[src/rtl/sfu_bank_pipe.sv]
// Two-stage SFU lane bank: stage 1 accumulates, stage 2 applies relu/shift/narrow/mask.
// Define SFU_BANK_PIPE_SAT_EN to saturate rather than wrap when narrowing to out_bw.
module sfu_bank_pipe #(
  parameter int unsigned col     = 8,
  parameter int unsigned psum_bw = 32,
  parameter int unsigned out_bw  = 32
) (
  input  logic                   clk,
  input  logic                   reset_n,
  input  logic [col*psum_bw-1:0] psum_in,
  input  logic [col*psum_bw-1:0] psum_mem,
  input  logic                   in_valid,
  output logic                   in_ready,
  input  logic                   acc,
  input  logic                   relu,
  input  logic [4:0]             shift,
  input  logic [col-1:0]         lane_en,
  output logic [col*out_bw-1:0]  psum_out,
  output logic                   out_valid,
  input  logic                   out_ready,
  output logic [15:0]            beat_cnt
);

  localparam int unsigned SumBw = psum_bw + 1;

  logic                        rdy_q;
  logic                        s1_valid_q;
  logic [col-1:0][SumBw-1:0]   s1_sum_q, s1_sum_d;
  logic                        s1_relu_q;
  logic [4:0]                  s1_shift_q;
  logic [col-1:0]              s1_lane_en_q;
  logic                        out_valid_q;
  logic [col*out_bw-1:0]       psum_out_q, psum_out_d;
  logic [15:0]                 beat_cnt_q;
  logic [col-1:0][SumBw-1:0]   relu_v;
  logic [col-1:0][out_bw-1:0]  nar_v;

  logic s2_adv, accept, s2_load;

  assign s2_adv   = !out_valid_q | out_ready;
  // rdy_q keeps in_ready low through reset and until the first edge after release.
  assign in_ready = rdy_q & (!s1_valid_q | s2_adv);
  assign accept   = in_valid & in_ready;
  assign s2_load  = s2_adv & s1_valid_q;

  assign psum_out  = psum_out_q;
  assign out_valid = out_valid_q;
  assign beat_cnt  = beat_cnt_q;

  always_comb begin
    s1_sum_d = '0;
    for (int i = 0; i < col; i++) begin
      s1_sum_d[i] = {psum_in[(i+1)*psum_bw-1], psum_in[i*psum_bw +: psum_bw]}
                  + (acc ? {psum_mem[(i+1)*psum_bw-1], psum_mem[i*psum_bw +: psum_bw]}
                         : {SumBw{1'b0}});
    end
  end

`ifdef SFU_BANK_PIPE_SAT_EN
  localparam logic signed [SumBw-1:0] SatMax = {{(SumBw-out_bw+1){1'b0}}, {(out_bw-1){1'b1}}};
  localparam logic signed [SumBw-1:0] SatMin = {{(SumBw-out_bw+1){1'b1}}, {(out_bw-1){1'b0}}};
  logic [col-1:0][SumBw-1:0] shf_v;
`endif

  always_comb begin
    relu_v     = '0;
    nar_v      = '0;
    psum_out_d = '0;
`ifdef SFU_BANK_PIPE_SAT_EN
    shf_v      = '0;
`endif
    for (int i = 0; i < col; i++) begin
      relu_v[i] = (s1_relu_q && s1_sum_q[i][SumBw-1]) ? '0 : s1_sum_q[i];
`ifdef SFU_BANK_PIPE_SAT_EN
      shf_v[i] = SumBw'($signed(relu_v[i]) >>> s1_shift_q);
      if ($signed(shf_v[i]) > SatMax) begin
        nar_v[i] = SatMax[out_bw-1:0];
      end else if ($signed(shf_v[i]) < SatMin) begin
        nar_v[i] = SatMin[out_bw-1:0];
      end else begin
        nar_v[i] = shf_v[i][out_bw-1:0];
      end
`else
      // Shift at full sum width, then keep the low out_bw bits.
      nar_v[i] = out_bw'($signed(relu_v[i]) >>> s1_shift_q);
`endif
      psum_out_d[i*out_bw +: out_bw] = s1_lane_en_q[i] ? nar_v[i] : '0;
    end
  end

  always_ff @(posedge clk or negedge reset_n) begin
    if (!reset_n) begin
      rdy_q        <= 1'b0;
      s1_valid_q   <= 1'b0;
      s1_sum_q     <= '0;
      s1_relu_q    <= 1'b0;
      s1_shift_q   <= '0;
      s1_lane_en_q <= '0;
      out_valid_q  <= 1'b0;
      psum_out_q   <= '0;
      beat_cnt_q   <= '0;
    end else begin
      rdy_q <= 1'b1;
      if (in_ready) begin
        s1_valid_q <= in_valid;
      end
      if (accept) begin
        s1_sum_q     <= s1_sum_d;
        s1_relu_q    <= relu;
        s1_shift_q   <= shift;
        s1_lane_en_q <= lane_en;
      end
      if (s2_adv) begin
        out_valid_q <= s1_valid_q;
      end
      if (s2_load) begin
        psum_out_q <= psum_out_d;
      end
      if (out_valid_q && out_ready) begin
        beat_cnt_q <= beat_cnt_q + 16'd1;
      end
    end
  end

endmodule

[config.mk]
export PLATFORM = sky130hd
export DESIGN_NAME = sfu_bank_pipe
export DESIGN_NICKNAME = d
export VERILOG_FILES = /design/src/rtl/sfu_bank_pipe.sv
export SDC_FILE = /design/constraint.sdc
export NUM_CORES = 2
export LEC_CHECK = 0
export BUFFER_PORTS_ARGS = -buffer_cell sky130_fd_sc_hd__buf_2
export CORE_AREA = 3 3 314 316
export CTS_BUF_LIST = sky130_fd_sc_hd__clkbuf_16
export CTS_CLUSTER_SIZE = 25
export DETAILED_ROUTE_END_ITERATION = 16
export DIE_AREA = 0 0 317 319
export PLACE_DENSITY = 0.75
export SLEW_MARGIN = 20
export SYNTH_ARGS = -nofsm -noshare
export SYNTH_HDL_FRONTEND = slang
export SYNTH_SLANG_ARGS = --single-unit
[constraint.sdc]
create_clock -name clk -period 4.03 [get_ports clk]
set_input_delay 0.403 -clock clk [delete_from_list [all_inputs] [get_ports clk]]
set_output_delay 0.403 -clock clk [all_outputs]
set_load 0.05 [all_outputs]
After elaboration in Yosys (flattened, before gate mapping)
Cells that the tools add are included.
{"block": "totals", "ff_bits": 553, "wordCells": 73}
{"block": "op_classes", "n_addsub": 9, "n_shift": 8, "n_mux": 24, "bitwise_logic": 5, "n_reduce_logical": 11}
{"op": "33-bit two-way mux", "n": 16}
{"op": "33-bit adder", "n": 8}
{"op": "33-bit by 5-bit >>> shifter with 32-bit output", "n": 8}
{"op": "32-bit two-way mux", "n": 8}
{"op": "16-bit by 1-bit adder with 16-bit output (second input constant)", "n": 1}
{"op": "1-bit logical AND", "n": 9}
{"op": "1-bit bitwise AND", "n": 3}
{"op": "1-bit logical NOT", "n": 2}
{"op": "1-bit OR", "n": 2}

Logic depth before layout (Yosys ltp)
{"block": "depth", "ltp_word": 5, "mapped_depth": 14, "ltp_nobuf": 12}

Worst setup path after synthesis
Ideal clock, no wire load.
{"block": "synth_timing", "kind": "in2reg", "from": "in acc", "to": "reg s1_sum_q[261] (netlist bit)", "setup_ps": 120, "arrival_time_ps": 3405, "setup_slack_ps": 505, "stages": 14, "path_buffers": 2, "path_cell_list": "clkbuf_1 > clkbuf_1 > and2_1 > ha_1 > fa_1 > a211oi_1 > o21ai_1 > a31oi_1 > o21ai_1 > a311oi_2 > o31ai_1 > a31o_2 > a211o_1 > a31o_2"}
{"block": "synth_between", "elab_chain_len": 2}
{"item": "from (decl)", "line_no": "14", "rtl": "input logic acc,"}
{"item": "33-bit two-way mux", "line_no": "54", "rtl": "+ (acc ? {psum_mem[(i+1)*psum_bw-1], psum_mem[i*psum_bw +: psum_bw]}"}
{"item": "33-bit adder", "line_no": "54"}
{"item": "to (signal assigned)", "line_no": "108", "rtl": "s1_sum_q <= s1_sum_d;"}
{"item": "to (decl)", "line_no": "28", "rtl": "logic [col-1:0][SumBw-1:0] s1_sum_q, s1_sum_d;"}
Every way passes these cells.
A chain may end at the register's enable or synchronous reset.

Final worst setup path
{"block": "layout_timing", "from": "in acc", "to": "reg s1_sum_q[58] (netlist bit)"}
The elaborated chain is that of the path after synthesis.

==> flow_summary.json <==
{
  "cts_resized": 0,
  "h-tree-depth": 2,
  "clkPwrFrac": 0.189,
  "synth-edff-count": 0,
  "leakage_uw": 0.02686,
  "drt_iter0_drc": 6487,
  "vias": 49610,
  "core_sq_um": 96280,
  "setup_violations": 0,
  "vdd_drop_max_mv": 0.3754,
  "final_cell_mix": "nand2_1 (1037), buf_2 (802), o21ai_0 (739)",
  "drive_gt1_frac": 0.1855,
  "gp_congestion": 1.019,
  "post_drt_wl_per_cell_um": 23.95,
  "worst_pin_slew_ns": 1.046,
  "synthCells": 6070,
  "antenna_left": 0,
  "final_common_cell": "nand2_1",
  "post_cts_buffers": 0,
  "finalSetupTns_ns": 0,
  "die_w_um": 317,
  "synth_seq_cells": 553,
  "dp_hpwl_um": 153800,
  "drc": 0,
  "syn_area_per_cell_sq_um": 7.947,
  "synth_cell_types": 97,
  "row_count": 114,
  "fmax_mhz": 297.2,
  "grt_max_degree": 200,
  "postSynth.topFlopCell": "dfrtp_1",
  "dpl.cell_count": 7821,
  "hold_violations": 0,
  "hold_class": "in2reg",
  "maxSlewViolCount": 0,
  "yosysSeqAreaShare": 0.2869,
  "p_comb_frac": 0.523,
  "cts-root-buf": "clkbuf_16",
  "p_int_uw": 15290,
  "switching_share": 0.5013,
  "grt_overflow": 0,
  "crit_fanout": 102,
  "cp.arrival_ns": 3.89,
  "endpoint_kind": "flop",
  "clock-sinks": 553,
  "rsz0062_at_grt": "false",
  "skew_ns": 0.02522,
  "grt_pass1_wl_um": 283100,
  "initial_core_util": 0.5010,
  "die_area_sq_um": 101100,
  "io_buffers": 804,
  "finalWirelength_um": 190400,
  "power.net_switching_uw": 15370,
  "clk_latency_ns": 0.66,
  "ios": 805,
  "cp-start-kind": "primary input",
  "cp_data_required_time_ns": 4.56,
  "clockBufferDepth": 3,
  "grt_pass1_vias": 45097,
  "synth_area_sq_um": 48240,
  "power_per_cell_area_nw_per_um2": 553.1,
  "fin_crit_ns": 3.365,
  "antenna_found_initial": 9,
  "seqPwrFrac": 0.288,
  "die_y_um": 319,
  "async_flop_share": 1.000,
  "via_per_inst": 6.239,
  "first_pass_iters": 8,
  "final_net_count": 7413,
  "cts_made_buffers": 59,
  "path_class": "in2reg",
  "synthToLayoutAreaGrowth_pct": 14.88,
  "drv_cap": 0,
  "status": "complete, no violations",
  "grt_usage": 0.3612,
  "syn_nets": 6866,
  "period_share": 0.8350,
  "cts_tree": "built",
  "yosysWarnings": 0,
  "finalNonFillerCells": 7952,
  "cts.clk_slew.worst_paths_ns": 0.07,
  "slew_headroom": 0.3028
}
==> sequential cells by signal (all words and copies together) (netlist names) <==
register,cells
s1_shift_q,5
beat_cnt,16
s1_lane_en_q,8
s1_sum_q,264
s1_relu_q,1
psum_out,256
out_valid,1
s1_valid_q,1
rdy_q,1
==> per-layer routing <==
metal  track usage  share of wire  routed length [um]
met5             0              0                   0
met1        0.5540           0.45               86600
met4       0.09458          0.029                5539
met3       0.08435           0.11               20790
met2        0.5051           0.41               77520
==> worst paths after layout <==
kind | start | to | slack (ns) | cells past startpoint
max | acc | s1_sum_q[58]$_DFFE_PN0P_ | 0.67 | 13
min | shift[0] | s1_shift_q[0]$_DFFE_PN0P_ | 0.03 | 3
max reg2reg | s1_shift_q[0]$_DFFE_PN0P_ | psum_out[166]$_DFFE_PN0P_ | 0.68 | 10
min reg2reg | psum_out[56]$_DFFE_PN0P_ | psum_out[56]$_DFFE_PN0P_ | 0.46 | 2
max in group asynchronous | reset_n | s1_sum_q[200]$_DFFE_PN0P_ | 2.48 | 3
min in group asynchronous | reset_n | psum_out[177]$_DFFE_PN0P_ | 0.46 | 2
==> critical path, cell delays in order <==
cell       delay, ns
buf_6           0.47
buf_4           0.37
and2_1          0.21
ha_1            0.24
a21o_1          0.17
a21oi_1         0.27
o211ai_1        0.20
a41o_1          0.33
a2111oi_2       0.49
o31ai_1         0.24
a31oi_1         0.24
xor2_1          0.15
o21ai_0         0.09
==> cell families after synthesis <==
kind of cell	Yosys count	share of synthesized area
and+or+nand+nor	2160	0.2001
AOI/OAI and AO/OA	1970	0.2505
DFF	553	0.2869
buffers and inverters	493	0.04015
muxes	413	0.1132
adders and majority gates	265	0.06998
xor gates and xnor gates	215	0.03904
other	1	0.00007774
==> Yosys cell counts (9+ instances only) <==
library cell	n	share of area
buf_1	49	0.0038
a211o_1	20	0.0036
buf_2	45	0.0047
nor2b_1	23	0.0030
o21bai_1	32	0.0050
nand2b_1	39	0.0051
o21ai_0	739	0.077
xnor2_1	109	0.020
o21ai_1	19	0.0020
o31ai_1	41	0.0064
inv_1	55	0.0043
or3_1	19	0.0025
nor3_1	88	0.0091
o21a_1	37	0.0058
a31oi_1	39	0.0051
a211oi_1	113	0.018
ha_1	257	0.067
a221oi_1	25	0.0045
nand3_1	109	0.011
mux2_2	62	0.014
nand2_1	1040	0.081
xor2_1	106	0.019
o211ai_1	61	0.0095
and2_1	285	0.037
o22ai_1	16	0.0021
and3_1	37	0.0048
a21o_1	193	0.030
a221o_1	9	0.0019
nand4_1	47	0.0061
a22o_1	27	0.0049
clkbuf_1	335	0.026
mux2i_1	251	0.052
a31o_2	11	0.0020
dfrtp_1	553	0.29
o311ai_0	26	0.0047
mux4_2	100	0.047
a21oi_1	469	0.049
nor2_1	430	0.033
==> through the flow <==
step / setup WS [ns] / instance area [sq um] / util / power (uW) / hold slack, ns
after global routing: 0.3936 / 55410 / 0.5755 / 32100 / 0.01768
after CTS: 0.7350 / 55390 / 0.5753 / 30190 / 0.004684
final: 0.6650 / 55420 / 0.5756 / 30650 / 0.02646
after global placement: 0.1260 / 53250 / 0.5531 / 24190 / 0.4454
after floorplan: 0.5047 / 48240 / - / 19010 / 0.1074
after detailed placement: 0.05934 / 53250 / 0.5531 / 24400 / 0.4501
==> power by group through the flow <==
| stage | Clock [uW] | Combinational [uW] | Sequential, uW |
|---|---|---|---|
| 2_1_floorplan | 0 | 8390 | 10600 |
| 3_3_place_gp | 0 | 15400 | 8750 |
| 3_5_place_dp | 0 | 15600 | 8820 |
| 4_1_cts | 5820 | 15600 | 8720 |
| 5_1_grt | 6050 | 17100 | 8930 |
| 6_report | 5790 | 16000 | 8830 |
==> area by class of cell <==
cell class	count	area, sq um
timing repair buffer	923	5209
inverter	56	219.0
multi-input combinational	5024	32480
clock inverter	53	556.8
clock buffer	59	1476
antenna	8	20.02
sequential	553	13860
fill	8951	40860
tap	1276	1597
==> timing repair <==
action                                 4_1_cts  5_1_grt
setup endpoints to repair                    0        0
endpoints found under the hold margin      110        0
hold buffers                                10        0
(Power assumes the default switching activity.)
